<file path="src/rtl/operator_slot_sequencer.sv">
`default_nettype none
// +--------------------------------------------------------------------------+
// | operator_slot_sequencer: steps op_num through every operator slot once    |
// | per sample request, tagging each slot with its rhythm-mode operator type. |
// | Revision: 1.0                                                             |
// +--------------------------------------------------------------------------+

package operator_slot_sequencer_pkg;
  localparam int OP_TYPE_WIDTH = 3;

  typedef enum logic [OP_TYPE_WIDTH-1:0] {
    OP_NORMAL     = 3'd0,
    OP_BASS_DRUM  = 3'd1,
    OP_HI_HAT     = 3'd2,
    OP_TOM_TOM    = 3'd3,
    OP_SNARE_DRUM = 3'd4,
    OP_TOP_CYMBAL = 3'd5
  } operator_t;
endpackage

module operator_slot_sequencer
  import operator_slot_sequencer_pkg::*;
#(
  parameter int NUM_OPS     = 18,
  parameter int SLOT_CYCLES = 2,
  localparam int OP_NUM_WIDTH = (NUM_OPS > 1) ? $clog2(NUM_OPS) : 1
) (
  input  logic                         clk,
  input  logic                         reset,
  input  logic                         sample_clk_en,
  input  logic                         ryt,
  input  logic                         overrun_clr,
  output logic [OP_NUM_WIDTH-1:0]      op_num,
  output logic                         slot_en,
  output logic [$bits(operator_t)-1:0] op_type,
  output logic                         busy,
  output logic                         sweep_done,
  output logic                         overrun
);

  localparam int CNT_WIDTH = (SLOT_CYCLES > 1) ? $clog2(SLOT_CYCLES) : 1;
  localparam logic [CNT_WIDTH-1:0]    CNT_LAST = CNT_WIDTH'(SLOT_CYCLES - 1);
  localparam logic [OP_NUM_WIDTH-1:0] OP_LAST  = OP_NUM_WIDTH'(NUM_OPS - 1);

  localparam logic [0:0] S_IDLE = 1'b0;
  localparam logic [0:0] S_RUN  = 1'b1;

  logic [0:0]              state_q, state_d;
  logic [CNT_WIDTH-1:0]    cnt_q, cnt_d;
  logic [OP_NUM_WIDTH-1:0] op_num_q, op_num_d;
  logic                    ryt_l_q, ryt_l_d;
  logic                    slot_en_q, slot_en_d;
  operator_t               op_type_q, op_type_d;
  logic                    busy_q, busy_d;
  logic                    sweep_done_q, sweep_done_d;
  logic                    overrun_q, overrun_d;

  logic w_start;
  logic w_cnt_wrap;
  logic w_last_cycle;

  // Rhythm mode repurposes operators 12..17 as the percussion voices.
  function automatic operator_t slot_type(input logic [OP_NUM_WIDTH-1:0] op,
                                          input logic rhythm);
    operator_t t;
    t = OP_NORMAL;
    if (rhythm) begin
      case (int'(op))
        12, 15:  t = OP_BASS_DRUM;
        13:      t = OP_HI_HAT;
        14:      t = OP_TOM_TOM;
        16:      t = OP_SNARE_DRUM;
        17:      t = OP_TOP_CYMBAL;
        default: t = OP_NORMAL;
      endcase
    end
    return t;
  endfunction

  assign w_start      = (state_q == S_IDLE) && sample_clk_en;
  assign w_cnt_wrap   = (cnt_q == CNT_LAST);
  assign w_last_cycle = (state_q == S_RUN) && w_cnt_wrap && (op_num_q == OP_LAST);

  always_ff @(posedge clk or posedge reset) begin
    if (reset) begin
      state_q <= S_IDLE;
    end else begin
      state_q <= state_d;
    end
  end

  always_comb begin
    state_d = state_q;
    case (state_q)
      S_IDLE:  if (sample_clk_en) state_d = S_RUN;
      S_RUN:   if (w_last_cycle)  state_d = S_IDLE;
      default: state_d = S_IDLE;
    endcase
  end

  // Every output is computed one cycle ahead so the flops present it aligned
  // with the slot it describes.
  always_comb begin
    cnt_d        = '0;
    op_num_d     = '0;
    ryt_l_d      = ryt_l_q;
    busy_d       = 1'b0;
    slot_en_d    = 1'b0;
    sweep_done_d = 1'b0;
    op_type_d    = OP_NORMAL;

    if (w_start) begin
      ryt_l_d = ryt;
    end else if ((state_q == S_RUN) && !w_last_cycle) begin
      if (w_cnt_wrap) begin
        op_num_d = op_num_q + OP_NUM_WIDTH'(1);
      end else begin
        cnt_d    = cnt_q + CNT_WIDTH'(1);
        op_num_d = op_num_q;
      end
    end

    if (state_d == S_RUN) begin
      busy_d       = 1'b1;
      slot_en_d    = (cnt_d == '0);
      sweep_done_d = (cnt_d == CNT_LAST) && (op_num_d == OP_LAST);
      op_type_d    = slot_type(op_num_d, ryt_l_d);
    end

    // A late request is dropped but remembered; setting wins over clearing.
    overrun_d = ((state_q == S_RUN) && sample_clk_en) || (overrun_q && !overrun_clr);
  end

  always_ff @(posedge clk or posedge reset) begin
    if (reset) begin
      cnt_q        <= '0;
      op_num_q     <= '0;
      ryt_l_q      <= 1'b0;
      slot_en_q    <= 1'b0;
      op_type_q    <= OP_NORMAL;
      busy_q       <= 1'b0;
      sweep_done_q <= 1'b0;
      overrun_q    <= 1'b0;
    end else begin
      cnt_q        <= cnt_d;
      op_num_q     <= op_num_d;
      ryt_l_q      <= ryt_l_d;
      slot_en_q    <= slot_en_d;
      op_type_q    <= op_type_d;
      busy_q       <= busy_d;
      sweep_done_q <= sweep_done_d;
      overrun_q    <= overrun_d;
    end
  end

  assign op_num     = op_num_q;
  assign slot_en    = slot_en_q;
  assign op_type    = op_type_q;
  assign busy       = busy_q;
  assign sweep_done = sweep_done_q;
  assign overrun    = overrun_q;

endmodule

`default_nettype wire

</file>
<file path="config.mk">
export PLATFORM = sky130hd
export DESIGN_NAME = operator_slot_sequencer
export DESIGN_NICKNAME = d
export VERILOG_FILES = /design/src/rtl/operator_slot_sequencer.sv
export SDC_FILE = /design/constraint.sdc
export NUM_CORES = 1
export LEC_CHECK = 0
export ABC_CLOCK_PERIOD_IN_PS = 1650
export CAP_MARGIN = 0
export CELL_PAD_IN_SITES_DETAIL_PLACEMENT = 1
export CELL_PAD_IN_SITES_GLOBAL_PLACEMENT = 1
export CORE_MARGIN = 5
export CORE_UTILIZATION = 36
export CTS_CLUSTER_DIAMETER = 100
export DETAILED_ROUTE_END_ITERATION = 12
export PLACE_DENSITY = 0.86
export SLEW_MARGIN = 20
export SYNTH_ARGS = -nofsm -noshare
export SYNTH_HDL_FRONTEND = slang
export SYNTH_SLANG_ARGS = --single-unit
</file>
<file path="constraint.sdc">
create_clock -name clk -period 1.65 [get_ports clk]
set_input_delay 0.165 -clock clk [delete_from_list [all_inputs] [get_ports clk]]
set_output_delay 0.165 -clock clk [all_outputs]
set_load 0.01 [all_outputs]
</file>
# Word level (Yosys, flattened, before mapping)
# Index checks and enable logic that the tools add are counted.
# W data, S select, Z words.
dict set report totals {
  reg_bits 15
  latchBits 0
  ram_bits 0
  rom_bits 0
  input_bits 5
  out_inout_bits 12
  word_cells 47
  mem_count 0
}
dict set report op_classes {
  n_addsub 2
  n_mul 0
  div 0
  order_cmp 0
  n_eq_ne 7
  shifts 0
  mux 16
  n_bitwise 2
  n_reduce_logical 11
}
# op count
set ops {}
lappend ops {{$eq A5 B4 Y1 const B} 4}
lappend ops {{$eq A5 B5 Y1 const B} 3}
lappend ops {{$mux W5} 3}
lappend ops {{$pmux W3 S5} 1}
lappend ops {{$mux W1} 9}
lappend ops {{$logic_and A1 B1 Y1} 7}
lappend ops {{$mux W3} 2}
lappend ops {{$add A5 B1 Y5 const B} 1}
lappend ops {{$logic_not A1 Y1} 2}
lappend ops {{$not A1 Y1} 2}
lappend ops {{$pmux W1 S2} 1}
lappend ops {{$reduce_or A2 Y1} 1}
lappend ops {{$add A1 B1 Y1 const B} 1}
lappend ops {{$logic_or A1 B1 Y1} 1}

# Logic depth before layout (Yosys ltp)
# Gate-level depths: netlist of the first run.
dict set report logic_depth {
  ltp_word 11
  depth_mapped 6
}

# Least setup slack after synthesis of the first run
# OpenSTA, ideal clock, no wires.
dict set report synth_path {
  kind {register to register}
  startpoint {reg op_num_q[1] (netlist: op_num[1])}
  endpoint {reg op_type_q[0] (netlist: op_type[0])}
  setup_time_ps 134
  arrival_ps 1354
  required_ps 1516
  setup_slack_ps 163
  path_stages_with_launch 7
  synth_period_minus_slack_ps 1487
  path_cell_list {dfrtp_1 inv_1 ha_1 and3b_1 a21oi_1 nand3b_1 o22ai_1}
}
dict set report synth_between {
  elab_chain_cells 11
}
# item line
set synth_rtl {}
lappend synth_rtl {{from (decl)} 50} ;# logic [OP_NUM_WIDTH-1:0] op_num_q, op_num_d;
lappend synth_rtl {{from (signal assigned)} 146} ;# op_num_q <= op_num_d;
lappend synth_rtl {{branches (longest 10 deep; another with $add A5 B1 Y5)} --}
lappend synth_rtl {{$mux W3 *} 123} ;# if (state_d == S_RUN) begin
lappend synth_rtl {{via op_type_d[0]} 53} ;# operator_t op_type_q, op_type_d;
lappend synth_rtl {{to (signal assigned)} 149} ;# op_type_q <= op_type_d;
lappend synth_rtl {{to (decl)} 53}
# Mark *: on every way through the listed nets, which the timed path passes.

# Final worst setup path of the first run
dict set report layout_path {
  startpoint {reg op_num_q[0] (netlist: op_num[0])}
  endpoint {out op_num[0]}
}
# item line
set layout_lines {}
lappend layout_lines {{to (decl)} 33} ;# output logic [OP_NUM_WIDTH-1:0] op_num,
# No word-level cell between the ends.

==> results_dict.tcl, run 1 <==
set metrics [dict create \
    run_status "finished clean" \
    synth_commonest_cells "14 x dfrtp_1, 7 x nor2_1, 4 x inv_1, 4 x nand2_1, 4 x nand3_1" \
    path_max_fanout 6 \
    dp_slack_ns 0.0158 \
    timing.hold.ws_ns 0.224 \
    firstDrtPassIters 3 \
    rsz0062_at_grt "true" \
    drt_iter0_markers 8 \
    layout.area.seq_sq_um 352 \
    drv_slew 0 \
    cts_setup_buffers 0 \
    hold_viol_final 0 \
    avgRoutedWirePerCell_microns 13.8 \
    synth_top_area_share_pct 47.6 \
    synth_cell_types 32 \
    cts-buffers-inserted 3 \
    finish.utilization_pct 48.3 \
    clock_path_buffers 2 \
    syn_nets 80 \
    instances_no_fill 117 \
    crit_arrival_ns 1.43 \
    fillers 254 \
    num_vias 584 \
    antenna_found_initial 0 \
    ys_ff_latch 14 \
    dieHeight_microns 55.2 \
    clkTransAtPathRegs_ns 0.08 \
    root_buffer "clkbuf_4" \
    peakVddDrop_v 0.000883 \
    worstMarginPinSlew_ns 0.539 \
    yosys.area.top_type "dfrtp_1" \
    coreArea_sq_um 1960 \
    finalSetupViolations 0 \
    clock_latency_ns 0.28 \
    placementRows 16 \
    power_mw 1.66 \
    post-route-period-util_pct 96.6 \
    path_cells "buf_4 > clkdlybuf4s50_1" \
    syn2layout_area_growth_pct 28.9 \
    synthFlopType "dfrtp_1" \
    synth_edf_count 0 \
    ys_seq_area_share_pct 47.6 \
    nNetsFinal 99 \
    drv_cap 0 \
    grt_overflow 0 \
    p_leak_nw 0.397 \
    grt_max_degree 15 \
    worst_slack_ns 0.0565 \
    layout-drive-gt1-share_pct 13.3 \
    numClockSinks 14 \
    chipWidth_microns 55.2 \
    yosys-top-cells-area "dfrtp_1 48%, nor2_1 3.6%, xor2_1 3.6%, ha_1 3.4%, nand3_1 2.7%" \
    cp.required_ns 1.48 \
    hold_path_class "primary input to asynchronous set/reset pin" \
    path_delay_family "buffers and inverters" \
    drt-total-wl_microns 1610 \
    synth.avg_cell_area_sq_um 10.1 \
    port_buffers 16 \
    initial_utilization_pct 37.5 \
    grt_pass1_vias 621 \
    postRouteAntennaNets 0 \
    critPathMaxStageDelay_ns 0.53 \
    grt_usage_pct 11.4 \
    cts_max_level 1 \
    yosysWarnings 0 \
    place_congestion 0.755 \
    end_kind "output port" \
    cts_tree "yes" \
    die_area_sq_um 3050 \
    cts_hold_buf 0 \
    maxSlewHeadroom_pct 64.1 \
    cp_num_buf_inv 2 \
    grt_pass1_wl_microns 2770 \
    min_period_ns 1.59 \
    synthesis.area_sq_um 736 \
    pwr_density_cell_nw_per_um2 1750 \
    worst_setup_path_start_kind "flip-flop" \
    diodes 0 \
    fmax_ghz 0.628 \
    synthArstFlopShare_pct 100 \
    via_per_inst 4.99 \
    io_pins 17 \
    synth_most_common_cell "dfrtp_1" \
    skew_ns 0.00300 \
    placed_cells 114 \
    critical_path.slowest_cell "clkdlybuf4s50_1" \
    drc_errors 0 \
    multi_input_area_sq_um 350 \
    crit_type "flip-flop to output port" \
    synth_cells 73 \
]
[worst paths after layout]
| check | slack (ns) | cells after the start | end | startpoint |
|---|---|---|---|---|
| min reg2reg | 0.55 | 2 | overrun | overrun |
| max reg2reg | 0.09 | 6 | op_type[0] | op_num[1] |
| max in group asynchronous | 1.04 | 2 | op_num[1] | reset |
| max | 0.06 | 2 | op_num[0] | op_num[0] |
| min | 0.22 | 2 | busy | reset |
| min in group clk | 0.43 | 2 | overrun | overrun_clr |
[stage by stage]
stage,area (sq um),setup TNS [ns]
5_1_grt,948,-0.0179
3_3_place_gp,918,0
6_report,948,0
4_1_cts,941,0
2_1_floorplan,736,0
3_5_place_dp,918,0
[layout make-up]
class	count	share of cell area, %
tap	27	3.56
clock buffer	3	2.37
sequential	14	37.1
multi-input combinational	51	36.9
inverter	4	1.58
timing repair buffer	18	18.5
[metal layers]
metal	routed length [microns]	part of all wire [%]	track usage, %
met1	711	44	12.7
met2	807	50	19.6
met3	75	4.7	3.73
met4	17	1.1	5.21
met5	0	0	0
[placed cells by master, fill, tap and decap left out, drive strengths merged, types with 3 or more instances in the layout]
cell,Yosys,routed
and2,3,3
clkbuf,0,3
clkdlybuf4s50,0,16
dfrtp,14,14
inv,4,4
nand2,4,4
nand3,4,4
nor2,8,8
o22ai,3,3
xor2,3,3
[cells by family (layout without fill, tap and decap cells)]
| kind of cell | count (synthesis) | in the layout | share of synthesized area, % |
|---|---|---|---|
| flip-flops | 14 | 14 | 47.6 |
| AND/OR/NAND/NOR | 31 | 31 | 24.3 |
| multiplexers | 2 | 2 | 2.89 |
| AO/OA/AOI/OAI | 11 | 11 | 10.2 |
| XOR/XNOR | 5 | 5 | 5.95 |
| buffers and inverters | 8 | 25 | 5.61 |
| adder cells (fa/ha/maj) | 2 | 2 | 3.40 |
[registers in the layout, summed over array words and instances, names as in the netlist]
register / cells
sweep_done: 1
op_num: 5
overrun: 1
ryt_l_q: 1
busy: 1
op_type: 3
cnt_q: 1
slot_en: 1
[what timing repair did]
item | 4_1_cts | 5_1_grt
endpoints found under the hold margin | 0 | 0
setup endpoints to repair | 0 | 5
gates resized for setup | 0 | 2
[power breakdown]
group / leakage (nW) / total (mW) / internal [mW] / switching (mW)
Clock: 0.0138 / 0.192 / 0.0848 / 0.107
Sequential: 0.173 / 0.636 / 0.462 / 0.174
Combinational: 0.210 / 0.830 / 0.442 / 0.388
Total: 0.397 / 1.66 / 0.989 / 0.669
Note: power is estimated with default switching activity, not from simulation.
==> run 2: changes to the inputs <==
Settings changed: CORE_ASPECT_RATIO set to 0.7.
==> results_dict.tcl, run 2 (same netlist as run 1, synthesis figures left out) <==
set metrics [dict create \
    pwr_density_cell_nw_per_um2 1880 \
    min_period_ns 1.56 \
    drt_iter0_markers 13 \
    instances_no_fill 116 \
    coreArea_sq_um 1900 \
    path_max_fanout 7 \
    grt_pass1_vias 620 \
    post-route-period-util_pct 94.6 \
    grt-busiest-layer "met2" \
    grt_use_met3_pct 6.34 \
    drv_cap 0 \
    placed_cells 112 \
    nNetsFinal 102 \
    drv_slew 0 \
    crit_arrival_ns 1.40 \
    fmax_ghz 0.641 \
    cts_max_level 1 \
    clkTransAtPathRegs_ns 0.09 \
    placementRows 13 \
    place_area_sq_um 935 \
    drc_errors 0 \
    layout-drive-gt1-share_pct 20.2 \
    num_vias 598 \
    avgRoutedWirePerCell_microns 17.3 \
    reg2reg_from "op_num[1]" \
    grt_max_degree 15 \
    grt_usage_pct 13.8 \
    firstDrtPassIters 4 \
    mostFrequentLayoutCells "16 x clkdlybuf4s50_1, 12 x dfrtp_1, 7 x nor2_1" \
    run_status "finished clean" \
    cp.required_ns 1.48 \
    final_common_cell "clkdlybuf4s50_1" \
    peakVddDrop_v 0.000913 \
    io_pins 17 \
    use_met1_pct 16.9 \
    worstReg2RegEnd "op_type[0]" \
    skew_ns 0.000487 \
    p_leak_nw 0.417 \
    hpwl_microns 1480 \
    syn2layout_area_growth_pct 33.8 \
    initial_utilization_pct 38.7 \
    worstMarginPinSlew_ns 0.545 \
    root_buffer "clkbuf_4" \
    hold_viol_final 0 \
    clock_path_buffers 2 \
    grt_use_met2_pct 22.4 \
    maxSlewHeadroom_pct 63.6 \
    drt-total-wl_microns 2010 \
    largest_reg_flops 5 \
    hold_path_class "primary input to asynchronous set/reset pin" \
    place_congestion 0.777 \
    cts-buffers-inserted 3 \
    cts_setup_buffers 0 \
    power_mw 1.85 \
    grt_overflow 0 \
    via_per_inst 5.16 \
    clock_latency_ns 0.28 \
    worst_slack_ns 0.0892 \
    die_area_sq_um 3060 \
    finalSetupViolations 0 \
    dp_slack_ns -0.0116 \
    cts_tree "yes" \
    worst_setup_path_start_kind "flip-flop" \
    chipWidth_microns 64.0 \
    dieHeight_microns 47.8 \
    rsz0062_at_grt "false" \
    numClockSinks 14 \
    rr_worst_depth 6 \
    crit_type "flip-flop to output port" \
    antenna_found_initial 0 \
    postRouteAntennaNets 0 \
    port_buffers 16 \
    final_area_sq_um 985 \
    diodes 0 \
    finish.utilization_pct 51.7 \
    end_kind "output port" \
    reg2reg_slack_ns 0.12 \
    grt_pass1_wl_microns 3040 \
]
-- run 2: metal layers --
layer	up-vias	wire length [microns]
li1	290	-
met1	291	946
met2	15	941
met3	2	113
met4	0	10
met5	-	0
-- run 2: worst max-delay path by stage --
| stage | endpoint | start | depth (start not counted) |
|---|---|---|---|
| floorplan | op_type[0] | op_num[1] | 6 |
| finish | op_num[2] | op_num[2] | 2 |
| detailed placement | op_type[0] | op_num[1] | 6 |
| global placement | op_type[0] | op_num[1] | 6 |
| global route | op_num[2] | op_num[2] | 2 |
| CTS | op_num[2] | op_num[2] | 2 |
-- run 2: worst max-delay path, cell delays in order (launching register included) --
cell and delay, ns:
dfrtp_2 0.44, buf_4 0.14, clkdlybuf4s50_1 0.53
-- run 2: timing repair --
item	CTS	global route
resized for setup	1	4
endpoints found under the setup margin	2	3
hold buffers	0	0
-- run 2: final cells by class --
type | instances | area [sq um]
fill | 225 | 918
timing repair buffer | 21 | 198
inverter | 4 | 15.0
tap | 22 | 27.5
clock buffer | 4 | 36.3
multi-input combinational | 51 | 355
sequential | 14 | 353
-- run 2: metrics by stage --
step / hold WS (ns) / TNS [ns]
2_1_floorplan: 0.0542 / 0
3_3_place_gp: 0.522 / 0
3_5_place_dp: 0.548 / -0.0116
4_1_cts: 0.237 / 0
5_1_grt: 0.280 / 0
6_report: 0.220 / 0
-- run 2: where the power goes --
part	total, mW	switching, mW	internal (mW)
clock network	0.254	0.120	0.134
registers	0.630	0.165	0.465
logic	0.966	0.478	0.488
